$ cat src/rtl/poly_eval_pkg.sv
// -----------------------------------------------------------------------------
// poly_eval_pkg
// Shared definitions for the Horner-scheme polynomial evaluator:
//   - legal range of the DEGREE parameter
//   - width of the operand slot index (slots 0..DEGREE+1)
//   - FSM state encoding
//   - helper to validate DEGREE at elaboration time
// -----------------------------------------------------------------------------
package poly_eval_pkg;

  localparam int DEGREE_MIN = 1;
  localparam int DEGREE_MAX = 7;

  // Slot N+1 holds x, so the index must reach DEGREE_MAX+1 (= 8).
  localparam int IDX_W = $clog2(DEGREE_MAX + 2);

  typedef enum logic [2:0] {
    S_LOAD      = 3'd0,
    S_LOAD_WAIT = 3'd1,
    S_MUL       = 3'd2,
    S_ADD       = 3'd3,
    S_DONE      = 3'd4
  } state_t;

  function automatic logic degree_ok(input int degree);
    return (degree >= DEGREE_MIN) && (degree <= DEGREE_MAX);
  endfunction

endpackage

$ cat src/rtl/poly_eval_if.sv
// -----------------------------------------------------------------------------
// poly_eval_if
// Operator-side bundle of the polynomial evaluator.
//   go          : load/step strobe (level, held by operator)
//   data_in     : coefficient or x value captured on a load
//   load_idx    : next operand slot (0..N = a_N..a_0, N+1 = x)
//   busy        : high while evaluating
//   done        : one-cycle pulse when data_result/overflow update
//   data_result : last completed p(x) mod 2^WIDTH
//   overflow    : some intermediate of the last evaluation exceeded WIDTH bits
// Modports: master = operator, slave = evaluator.
// -----------------------------------------------------------------------------
interface poly_eval_if #(
  parameter int WIDTH = 8
);
  import poly_eval_pkg::*;

  logic             go;
  logic [WIDTH-1:0] data_in;
  logic [IDX_W-1:0] load_idx;
  logic             busy;
  logic             done;
  logic [WIDTH-1:0] data_result;
  logic             overflow;

  modport master (
    output go,
    output data_in,
    input  load_idx,
    input  busy,
    input  done,
    input  data_result,
    input  overflow
  );

  modport slave (
    input  go,
    input  data_in,
    output load_idx,
    output busy,
    output done,
    output data_result,
    output overflow
  );

endinterface

$ cat src/rtl/poly_eval_datapath.sv
// -----------------------------------------------------------------------------
// poly_eval_datapath
// Operand register file (a_N..a_0 in slots 0..N, x in slot N+1), Horner
// accumulator, single-cycle multiply/add unit, sticky overflow and the
// result/done output registers.
// Ports:
//   clk, resetn   : clock, asynchronous active-low reset
//   data_in       : value written to slot load_slot when load_en
//   start         : acc <= a_N, clear sticky overflow
//   mul_en        : acc <= acc * x
//   add_en        : acc <= acc + a_i (i = add_idx)
//   commit        : latch acc/sticky into data_result/overflow, pulse done
// -----------------------------------------------------------------------------
module poly_eval_datapath
  import poly_eval_pkg::*;
#(
  parameter int WIDTH  = 8,
  parameter int DEGREE = 3
) (
  input  logic             clk,
  input  logic             resetn,
  input  logic [WIDTH-1:0] data_in,
  input  logic             load_en,
  input  logic [IDX_W-1:0] load_slot,
  input  logic             start,
  input  logic             mul_en,
  input  logic             add_en,
  input  logic [2:0]       add_idx,
  input  logic             commit,
  output logic [WIDTH-1:0] data_result,
  output logic             overflow,
  output logic             done
);

  localparam int PW = 2 * WIDTH;
  localparam int SW = WIDTH + 1;

  logic [WIDTH-1:0] slot_val [0:DEGREE+1];
  logic [WIDTH-1:0] x_val;
  logic [WIDTH-1:0] coef_sel;

  logic [WIDTH-1:0] acc_reg;
  logic             sticky_reg;
  logic [WIDTH-1:0] result_reg;
  logic             ovf_out_reg;
  logic             done_reg;

  logic [PW-1:0]    prod_full;
  logic [SW-1:0]    sum_full;
  logic             prod_ovf;
  logic             sum_ovf;

  // One register per operand slot; each decodes its own write enable.
  genvar gi;
  generate
    for (gi = 0; gi <= DEGREE + 1; gi++) begin : g_slot
      localparam logic [IDX_W-1:0] SLOT_ID = IDX_W'(gi);
      logic [WIDTH-1:0] val_reg;

      always_ff @(posedge clk or negedge resetn) begin
        if (!resetn) begin
          val_reg <= '0;
        end else if (load_en && (load_slot == SLOT_ID)) begin
          val_reg <= data_in;
        end
      end

      assign slot_val[gi] = val_reg;
    end
  endgenerate

  assign x_val = slot_val[DEGREE+1];

  // a_i lives in slot DEGREE-i.
  always_comb begin
    coef_sel = '0;
    for (int k = 0; k <= DEGREE; k++) begin
      if (add_idx == 3'(DEGREE - k)) begin
        coef_sel = slot_val[k];
      end
    end
  end

  // Full-precision results; the upper bits only feed overflow detection.
  assign prod_full = PW'(acc_reg) * PW'(x_val);
  assign sum_full  = SW'(acc_reg) + SW'(coef_sel);
  assign prod_ovf  = |prod_full[PW-1:WIDTH];
  assign sum_ovf   = sum_full[WIDTH];

  always_ff @(posedge clk or negedge resetn) begin
    if (!resetn) begin
      acc_reg     <= '0;
      sticky_reg  <= 1'b0;
      result_reg  <= '0;
      ovf_out_reg <= 1'b0;
      done_reg    <= 1'b0;
    end else begin
      done_reg <= commit;
      if (start) begin
        acc_reg    <= slot_val[0];
        sticky_reg <= 1'b0;
      end else if (mul_en) begin
        acc_reg <= prod_full[WIDTH-1:0];
        if (prod_ovf) begin
          sticky_reg <= 1'b1;
        end
      end else if (add_en) begin
        acc_reg <= sum_full[WIDTH-1:0];
        if (sum_ovf) begin
          sticky_reg <= 1'b1;
        end
      end
      if (commit) begin
        result_reg  <= acc_reg;
        ovf_out_reg <= sticky_reg;
      end
    end
  end

  assign data_result = result_reg;
  assign overflow    = ovf_out_reg;
  assign done        = done_reg;

endmodule

$ cat src/rtl/poly_eval.sv
// -----------------------------------------------------------------------------
// poly_eval
// Sequential polynomial evaluator p(x) = a_N x^N + ... + a_0 using Horner's
// scheme, one multiply and one add per coefficient step.
// The operator loads N+1 coefficients (highest first) and then x, one value
// per go press/release. Releasing go after x starts the evaluation
// (2*N MUL/ADD cycles plus one DONE cycle).
// Ports:
//   clk    : clock
//   resetn : asynchronous active-low reset
//   bus    : poly_eval_if.slave (go, data_in, load_idx, busy, done,
//            data_result, overflow)
// -----------------------------------------------------------------------------
module poly_eval
  import poly_eval_pkg::*;
#(
  parameter int WIDTH  = 8,
  parameter int DEGREE = 3
) (
  input  logic        clk,
  input  logic        resetn,
  poly_eval_if.slave  bus
);

  localparam logic [IDX_W-1:0] X_SLOT  = IDX_W'(DEGREE + 1);
  localparam logic [2:0]       I_START = 3'(DEGREE - 1);

  generate
    if (!degree_ok(DEGREE)) begin : g_bad_degree
      $error("poly_eval: DEGREE must lie in 1..7");
    end
  endgenerate

  state_t           state_reg, state_next;
  logic [IDX_W-1:0] slot_reg, slot_next;
  logic [2:0]       i_reg, i_next;

  logic load_en;
  logic start;
  logic mul_en;
  logic add_en;
  logic commit;
  logic busy;

  // State and counter registers.
  always_ff @(posedge clk or negedge resetn) begin
    if (!resetn) begin
      state_reg <= S_LOAD;
      slot_reg  <= '0;
      i_reg     <= '0;
    end else begin
      state_reg <= state_next;
      slot_reg  <= slot_next;
      i_reg     <= i_next;
    end
  end

  // Next-state and counter update.
  always_comb begin
    state_next = state_reg;
    slot_next  = slot_reg;
    i_next     = i_reg;
    case (state_reg)
      S_LOAD: begin
        if (bus.go) begin
          state_next = S_LOAD_WAIT;
        end
      end
      S_LOAD_WAIT: begin
        // Advance only on release so one press writes exactly one slot.
        if (!bus.go) begin
          if (slot_reg == X_SLOT) begin
            state_next = S_MUL;
            i_next     = I_START;
          end else begin
            slot_next  = slot_reg + 1'b1;
            state_next = S_LOAD;
          end
        end
      end
      S_MUL: begin
        state_next = S_ADD;
      end
      S_ADD: begin
        if (i_reg == 3'd0) begin
          state_next = S_DONE;
        end else begin
          i_next     = i_reg - 1'b1;
          state_next = S_MUL;
        end
      end
      S_DONE: begin
        slot_next  = '0;
        state_next = S_LOAD;
      end
      default: begin
        state_next = S_LOAD;
        slot_next  = '0;
      end
    endcase
  end

  // Datapath controls. The overflow flag is cleared once per evaluation
  // (together with acc <= a_N), so it stays sticky across all MUL/ADD steps.
  always_comb begin
    load_en = 1'b0;
    start   = 1'b0;
    mul_en  = 1'b0;
    add_en  = 1'b0;
    commit  = 1'b0;
    busy    = 1'b0;
    case (state_reg)
      S_LOAD:      load_en = bus.go;
      S_LOAD_WAIT: start   = !bus.go && (slot_reg == X_SLOT);
      S_MUL: begin
        mul_en = 1'b1;
        busy   = 1'b1;
      end
      S_ADD: begin
        add_en = 1'b1;
        busy   = 1'b1;
      end
      S_DONE:      commit  = 1'b1;
      default:     ;
    endcase
  end

  poly_eval_datapath #(
    .WIDTH  (WIDTH),
    .DEGREE (DEGREE)
  ) u_datapath (
    .clk         (clk),
    .resetn      (resetn),
    .data_in     (bus.data_in),
    .load_en     (load_en),
    .load_slot   (slot_reg),
    .start       (start),
    .mul_en      (mul_en),
    .add_en      (add_en),
    .add_idx     (i_reg),
    .commit      (commit),
    .data_result (bus.data_result),
    .overflow    (bus.overflow),
    .done        (bus.done)
  );

  assign bus.load_idx = slot_reg;
  assign bus.busy     = busy;

endmodule
$ cat src/flat_wrapper.sv
// flat-port wrapper written by rule: the top's interface ports become plain ports
module poly_eval_flat import poly_eval_pkg::*;
#(
  parameter int WIDTH  = 8,
  parameter int DEGREE = 3
)
  (clk, resetn, bus_go, bus_data_in, bus_load_idx, bus_busy, bus_done, bus_data_result, bus_overflow);
  poly_eval_if #(.WIDTH(WIDTH)) bus_i ();
  input  logic clk;
  input  logic resetn;
  input wire logic [$bits(bus_i.go)-1:0] bus_go;
  input wire logic [$bits(bus_i.data_in)-1:0] bus_data_in;
  output wire logic [$bits(bus_i.load_idx)-1:0] bus_load_idx;
  output wire logic [$bits(bus_i.busy)-1:0] bus_busy;
  output wire logic [$bits(bus_i.done)-1:0] bus_done;
  output wire logic [$bits(bus_i.data_result)-1:0] bus_data_result;
  output wire logic [$bits(bus_i.overflow)-1:0] bus_overflow;
  assign bus_i.go = bus_go;
  assign bus_i.data_in = bus_data_in;
  assign bus_load_idx = bus_i.load_idx;
  assign bus_busy = bus_i.busy;
  assign bus_done = bus_i.done;
  assign bus_data_result = bus_i.data_result;
  assign bus_overflow = bus_i.overflow;
  poly_eval #(.WIDTH(WIDTH), .DEGREE(DEGREE)) u_core (.clk(clk), .resetn(resetn), .bus(bus_i));
endmodule
$ cat config.mk
export PLATFORM = sky130hd
export DESIGN_NAME = poly_eval_flat
export DESIGN_NICKNAME = d
export VERILOG_FILES = /design/src/rtl/poly_eval_pkg.sv /design/src/rtl/poly_eval_if.sv /design/src/rtl/poly_eval_datapath.sv /design/src/rtl/poly_eval.sv /design/src/flat_wrapper.sv
export SDC_FILE = /design/constraint.sdc
export NUM_CORES = 1
export LEC_CHECK = 0
export ABC_AREA = 0
export CAP_MARGIN = 20
export CORE_MARGIN = 2
export CORE_UTILIZATION = 40
export DETAILED_ROUTE_END_ITERATION = 8
export PLACE_DENSITY = 0.56
export SLEW_MARGIN = 20
export SYNTH_ARGS = -nofsm -noshare
export SYNTH_HDL_FRONTEND = slang
export SYNTH_SLANG_ARGS = --single-unit
$ cat constraint.sdc
create_clock -name clk -period 4.21 [get_ports clk]
set_input_delay 0.842 -clock clk [delete_from_list [all_inputs] [get_ports clk]]
set_output_delay 0.842 -clock clk [all_outputs]
set_load 0.005 [all_outputs]
==> results of run 1 <==
-- cell type report --
type | count | area, um^2
Timing Repair Buffer | 73 | 609
Clock inverter | 5 | 60.1
Sequential cell | 69 | 1740
Tap cell | 180 | 225
Multi-Input combinational cell | 437 | 3760
Clock buffer | 11 | 243
Inverter | 63 | 236
Fill cell | 1331 | 7060
-- timing repair --
| item | CTS | global route |
|---|---|---|
| endpoints found under the setup margin | 1 | 2 |
| hold endpoints to repair | 0 | 0 |
| pin swaps | 0 | 3 |
| setup buffers | 1 | 3 |
| resized for setup | 7 | 11 |
-- cell families after synthesis --
kind of cell	count (synthesis)	share of synthesized area, %
compound gates	93	10.0
fa+ha+maj	90	24.5
simple gates	187	16.8
xor+xnor	11	1.68
buf+inv	89	5.88
mux	56	10.9
flops	69	30.2
-- per-layer routing --
metal / GRT usage, % / vias up / wire length (um)
li1: - / 2127 / -
met1: 25.4 / 2095 / 6210
met2: 32.2 / 51 / 6520
met3: 3.21 / 23 / 352
met4: 7.03 / 0 / 283
met5: 0 / - / 0
-- worst max path at each step --
| stage | to |
|---|---|
| 6_report | u_core.u_datapath.sticky_reg |
| 5_1_grt | u_core.u_datapath.sticky_reg |
| 4_1_cts | u_core.u_datapath.sticky_reg |
| 3_5_place_dp | u_core.u_datapath.sticky_reg |
| 3_3_place_gp | u_core.u_datapath.sticky_reg |
| 2_1_floorplan | u_core.u_datapath.sticky_reg |
-- metrics by stage --
stage                     instance area [um^2]  instances
final                                     6870        838
after global routing                      6870        838
after CTS                                 6810        835
after detailed placement                  6490        818
after global placement                    6490        818
after floorplan                           5860        595
-- layout by cell type (no fill, tap or decap), drive strengths merged, types with 2 or more instances in the layout --
cell / n
a211o: 3
a211oi: 3
a21o: 8
a21oi: 39
a22oi: 3
a31oi: 2
a32oi: 2
and2: 35
and3: 3
and3b: 2
buf: 49
clkbuf: 11
clkdlybuf4s50: 24
clkinv: 4
dfrtp: 69
fa: 37
ha: 53
inv: 62
mux2: 49
mux2i: 7
nand2: 54
nand2b: 7
nand3: 7
nand3b: 10
nand4: 3
nor2: 43
nor2b: 4
nor3: 9
nor3b: 2
o211ai: 6
o21ai: 16
o22ai: 2
o41ai: 2
or3b: 2
or4: 2
xnor2: 4
xor2: 7
==> key figures, run 1 <==
Setup path
  • Slack of the worst reg-to-reg path: -0.16 ns
  • Type of the setup path with the least slack: reg -> reg
  • Data arrival time of the critical path: between 4 and 5 ns
  • Required time reported for the critical path endpoint: ~4.4 ns
  • Worst reg2reg path startpoint: u_core.u_datapath.acc_reg[4]
  • Category of the worst setup path launch point: flip-flop
  • Maximum fanout along the worst path: 7
  • Cell type with the highest occurrence count on the critical path: sky130_fd_sc_hd__fa_1
  • Combined buffer and inverter count along the critical path: 3
  • Cell with the largest stage delay on the worst path: sky130_fd_sc_hd__fa_1
  • Stages on worst setup path: 15
  • Cell-by-cell trace of the critical path: nand2_2, fa_1, inv_1, fa_1, inv_1, fa_1, inv_2, ha_4, ha_4, and3b_1, a2bb2oi_1, or4_1, or4_4, nor4_4, a21oi_1
  • Destination of the worst register-to-register timing path: u_core.u_datapath.sticky_reg
  • CP startpoint: u_core.u_datapath.acc_reg[4]
  • Delay of the slowest critical-path stage: 0.53 ns
  • Capturing element type of the critical path: flip-flop
  • Worst r2r path cells: 15
  • Gate family responsible for the most delay along the worst path: adder cells

Die
  • Die Ht: ~120 um
  • Die area: 15300 um^2
  • Width of the die: 124 um
  • Row cnt: 43
  • Effective utilization at floorplan: between 40% and 50%
  • Number of I/O pins: 26
  • Core footprint: roughly 14000 um^2

STA
  • Final sum of negative setup slack: -0.160 ns
  • Least setup slack across all paths after layout: -0.160 ns
  • Post-route clock period utilization: 104%
  • Worst hold margin: a little over 0.5 ns
  • Remaining max-slew budget at the tightest pin: approximately half
  • Least-Margin Pin Slew: 0.721 ns
  • Slew Viols, Final: 0
  • Hold Vio Cnt, Final: 0
  • Period minus WS final: around 4.4 ns
  • Worst setup skew after layout: 0.00291 ns
  • Achievable Freq: ~230 MHz
  • Setup-failing EPs final: 1
  • RSZ-0062 raised after global routing: true

Drt
  • Routed length per placed instance: 16.0 um
  • Pre-Repair DR Iteration Count: 4
  • Number of vias after detailed routing: 4296
  • Number of design-rule violations left by the first detailed-router iteration: 235
  • DRC violations left: 0
  • Drt total wl: approximately 13000 um
  • Via/cell ratio: 5.13
  • Count of nets left with antenna violations after detail routing: 0

Synthesis
  • List of most frequent post-synthesis cells: sky130_fd_sc_hd__dfrtp_1 (69), sky130_fd_sc_hd__inv_1 (62), sky130_fd_sc_hd__ha_1 (53), sky130_fd_sc_hd__nand2_1 (50), sky130_fd_sc_hd__mux2_2 (48)
  • Synthesized instance count: just under 600
  • Share of synthesized area occupied by flip-flops and latches: 30.2%
  • Post-synthesis net count: about 700
  • Combined area of all synthesized cells: ~5700 um^2
  • EDFF count, synth: 0
  • Synth area leaders: sky130_fd_sc_hd__dfrtp_1 (30%), sky130_fd_sc_hd__fa_1 (13%), sky130_fd_sc_hd__ha_1 (12%), sky130_fd_sc_hd__mux2_2 (9.5%), sky130_fd_sc_hd__inv_1 (4.1%)
  • Share of flip-flops with an asynchronous set or reset: 100%
  • Proportion of netlist area held by the largest area contributor: 30.2%
  • Dominant register cell in the synthesized netlist: sky130_fd_sc_hd__dfrtp_1
  • Cell type with the highest aggregate area in the netlist: sky130_fd_sc_hd__dfrtp_1
  • Synthesis Warnings: 0
  • Number of distinct library cells after synthesis: between 50 and 60
  • Library cell with the highest instance count after synthesis: sky130_fd_sc_hd__dfrtp_1
  • Total of flip-flops plus latches after synthesis: 69
  • Syn Area/Cell: around 9.6 um^2

GRT
  • Global-route usage over all layers: around 19%
  • Aggregate global routing overflow: 0
  • Maximum number of pins on one net before global-route repair: 33
  • Number of global-route vias before repair: between 4000 and 5000
  • Number of antenna violations at the first check in global routing: 0
  • Global-route wire length before repair: about 23000 um

Layout
  • Fin nets: around 750
  • Layout overhead on the synthesized area: 20.1%
  • Flip-flop count of the largest register after layout: 40
  • Antenna cell count: 0
  • Ratio of cells with drive above 1 in the final layout: roughly a quarter
  • Share of the core filled with cells in the final layout: roughly half

Run
  • Max-cap violations: 0

CTS
  • Worst-skew pair later-pin latency: around 0.34 ns
  • Hold buffer count at cts: 0
  • Number of buffers created by CTS: 9
  • Number of H-tree levels: 3
  • Clock tree root buffer cell: sky130_fd_sc_hd__clkbuf_16
  • CTS tree: yes
  • Clk pin slew, worst setup/hold paths: about 0.06 ns
  • Sink Count: slightly below 70
  • Largest buffer count on any clock path: 2

Worst hold path
  • Startpoint of the tightest hold check path: u_core.u_datapath.g_slot[3].val_reg[0]
  • Class of the most critical hold timing path: reg -> reg
  • Worst hold path endpoint: u_core.u_datapath.g_slot[3].val_reg[0]
  • Hold path cells: 1

Placed design
  • Post-detail-place hpwl: about 11000 um
  • Number of I/O port buffers: 25
  • Routability Congestion: about 0.83
  • Worst slack after detailed placement: -0.197 ns

Run status
  • Outcome: finished with violations
  • Violations in the final reports: setup timing
Power of run 1 is left out: the tool's default activity adds up to more than one toggle a clock period on the data nets, which glitch-free logic cannot reach.
==> run 2, diff against run 1 <==
--- a/config.mk
+++ b/config.mk
@@ -9,8 +9,10 @@
 export CAP_MARGIN = 20
 export CORE_MARGIN = 2
 export CORE_UTILIZATION = 40
+export CTS_CLUSTER_SIZE = 40
 export DETAILED_ROUTE_END_ITERATION = 8
 export PLACE_DENSITY = 0.56
+export REMOVE_ABC_BUFFERS = 1
 export SLEW_MARGIN = 20
 export SYNTH_ARGS = -nofsm -noshare
 export SYNTH_HDL_FRONTEND = slang
==> run 2 against run 1 <==
The run still ends with setup timing left. Utilization is essentially flat. Critical path depth shrank 1. Setup slack worse by 0.030 ns. Sequential share of layout area shrank 0.13 points. Count of clock-buffer cells in the layout decreased by 2. Sequential cell count stayed put. Highest routed layer unchanged.
==> key figures, run 2 (same netlist as run 1, synthesis figures left out) <==
Setup path
  • Required time reported for the critical path endpoint: 4.43 ns (about the same)
  • Category of the worst setup path launch point: flip-flop
  • Maximum fanout along the worst path: 4 (-3)
  • Capturing element type of the critical path: flip-flop
  • Type of the setup path with the least slack: reg -> reg
  • Worst r2r path cells: 14 (-1)
  • Data arrival time of the critical path: 4.62 ns (+0.03 ns)
  • Destination of the worst register-to-register timing path: u_core.u_datapath.sticky_reg
  • Slack of the worst reg-to-reg path: -0.19 ns (-0.03 ns)
  • Worst reg2reg path startpoint: u_core.u_datapath.acc_reg[4]

CTS
  • Number of H-tree levels: 3 (unchanged)
  • Clk pin slew, worst setup/hold paths: 0.06 ns (about the same)
  • Largest buffer count on any clock path: 2 (unchanged)
  • Sink Count: 69 (unchanged)
  • Hold buffer count at cts: 0 (unchanged)
  • Number of buffers created by CTS: 9 (unchanged)
  • CTS tree: yes
  • Clock tree root buffer cell: sky130_fd_sc_hd__clkbuf_16
  • Worst-skew pair later-pin latency: 0.33 ns (about the same)

Placed design
  • Routability Congestion: 0.923 (+11%)
  • Number of I/O port buffers: 25 (unchanged)
  • Post-detail-place hpwl: 10500 um (-2.9%)
  • Worst slack after detailed placement: -0.369 ns (-0.171 ns)
  • Area after detailed placement: 6380 um^2 (-1.8%)

Run
  • Max-cap violations: 0 (unchanged)

Die
  • Width of the die: 124 um (unchanged)
  • Core footprint: 13900 um^2 (unchanged)
  • Die Ht: 124 um (unchanged)
  • Row cnt: 43 (unchanged)
  • Die area: 15300 um^2 (unchanged)
  • Effective utilization at floorplan: 41.0% (unchanged)
  • Number of I/O pins: 26 (unchanged)

STA
  • Slew Viols, Final: 0 (unchanged)
  • Period minus WS final: 4.40 ns (+0.0296 ns)
  • Final sum of negative setup slack: -0.189 ns (-0.0296 ns)
  • Hold Vio Cnt, Final: 0 (unchanged)
  • Remaining max-slew budget at the tightest pin: 34.6% (-17 points)
  • Achievable Freq: 227 MHz (-0.67%)
  • Worst setup skew after layout: 0.00831 ns (+0.00540 ns)
  • Least-Margin Pin Slew: 0.977 ns (+0.256 ns)
  • Least setup slack across all paths after layout: -0.189 ns (-0.0296 ns)
  • RSZ-0062 raised after global routing: true
  • Post-route clock period utilization: 104% (+0.70 points)
  • Setup-failing EPs final: 1 (unchanged)

Worst hold path
  • Class of the most critical hold timing path: reg -> reg
  • Hold path cells: 1 (unchanged)
  • Startpoint of the tightest hold check path: u_core.u_datapath.data_result[5]
  • Worst hold path endpoint: u_core.u_datapath.data_result[5]

Layout
  • Antenna cell count: 0 (unchanged)
  • Total of fill cells in the finished design: 1301 (-2.3%)
  • Ratio of cells with drive above 1 in the final layout: 21.9% (-1.8 points)
  • Flip-flop count of the largest register after layout: 40 (unchanged)
  • Most frequent cells in the layout: sky130_fd_sc_hd__dfrtp_1 (66), sky130_fd_sc_hd__inv_1 (59), sky130_fd_sc_hd__ha_1 (49), sky130_fd_sc_hd__mux2_2 (48), sky130_fd_sc_hd__nand2_1 (47)
  • Share of the core filled with cells in the final layout: 49.3% (about the same)
  • Layout overhead on the synthesized area: 20.2% (about the same)
  • Leading cell type in the layout, fill and taps excluded: sky130_fd_sc_hd__dfrtp_1
  • Finished Cell Area: 6880 um^2 (about the same)
  • Fin nets: 753 (-0.13%)

GRT
  • Global-route usage over all layers: 18.3% (-1.1 points)
  • Maximum number of pins on one net before global-route repair: 37 (+12%)
  • Number of global-route vias before repair: 4398 (-2.0%)
  • Number of antenna violations at the first check in global routing: 0 (unchanged)
  • Global-route wire length before repair: 21500 um (-4.9%)
  • Aggregate global routing overflow: 0 (unchanged)

Drt
  • Drt total wl: 13100 um (-1.8%)
  • DRC violations left: 0 (unchanged)
  • Number of vias after detailed routing: 4342 (+1.1%)
  • Via/cell ratio: 5.19 (+1.2%)
  • Routed length per placed instance: 15.7 um (-1.7%)
  • Pre-Repair DR Iteration Count: 4 (unchanged)
  • Count of nets left with antenna violations after detail routing: 0 (unchanged)
  • Number of design-rule violations left by the first detailed-router iteration: 252 (+7.2%)

Run status
  • Violations in the final reports: setup timing
  • Outcome: finished with violations
==> run 2: layout make-up <==
type	instances	area, um^2	area share [%]
multi-input combinational	437	3750	54.6
sequential	69	1730	25.2
timing repair buffer	72	606	8.81
inverter	63	236	3.44
clock buffer	9	225	3.28
tap	180	225	3.28
clock inverter	7	98.8	1.44
==> run 2: metal layers <==
layer	GRT usage (%)	wire, um	up-vias
li1	-	-	2118
met1	24.1	5960	2125
met2	31.0	6560	77
met3	1.83	325	22
met4	7.10	275	0
met5	0	0	-
==> run 2: how the worst max path moves through the flow <==
stage                                            from                           end  slack [ns]  cells after the start
2_1_floorplan            u_core.u_datapath.acc_reg[4]  u_core.u_datapath.sticky_reg       -0.29                     15
3_3_place_gp   u_core.u_datapath.g_slot[4].val_reg[7]  u_core.u_datapath.sticky_reg       -0.29                     15
3_5_place_dp             u_core.u_datapath.acc_reg[4]  u_core.u_datapath.sticky_reg       -0.37                     15
4_1_cts        u_core.u_datapath.g_slot[4].val_reg[7]  u_core.u_datapath.sticky_reg       -0.19                     14
5_1_grt                  u_core.u_datapath.acc_reg[4]  u_core.u_datapath.sticky_reg       -0.32                     15
6_report                 u_core.u_datapath.acc_reg[4]  u_core.u_datapath.sticky_reg       -0.19                     14
==> run 2: timing repair <==
item                                   4_1_cts  5_1_grt
buffers inserted                             8        1
gates resized for setup                     13       11
endpoints found under the hold margin        0        0
pin swaps                                   15        0
setup endpoints to repair                    1        2
==> run 2: critical path: stages (launching register included) <==
cell and delay, ns:
sky130_fd_sc_hd__dfrtp_1 0.42, sky130_fd_sc_hd__buf_6 0.13, sky130_fd_sc_hd__nand2_1 0.07, sky130_fd_sc_hd__fa_1 0.58, sky130_fd_sc_hd__fa_2 0.44, sky130_fd_sc_hd__fa_1 0.44
sky130_fd_sc_hd__inv_1 0.09, sky130_fd_sc_hd__fa_1 0.41, sky130_fd_sc_hd__ha_1 0.29, sky130_fd_sc_hd__or3b_2 0.20, sky130_fd_sc_hd__o211ai_1 0.07, sky130_fd_sc_hd__or4_1 0.46
sky130_fd_sc_hd__or4_4 0.44, sky130_fd_sc_hd__nor4_4 0.17, sky130_fd_sc_hd__a21oi_2 0.08
==> run 2: stage by stage <==
step                hold WS [ns]  std cells
floorplan                  0.479        569
global placement           0.487        812
finish                     0.500        837
CTS                        0.507        836
detailed placement         0.493        812
global route               0.524        837
Power of run 2 is left out for the same reason.
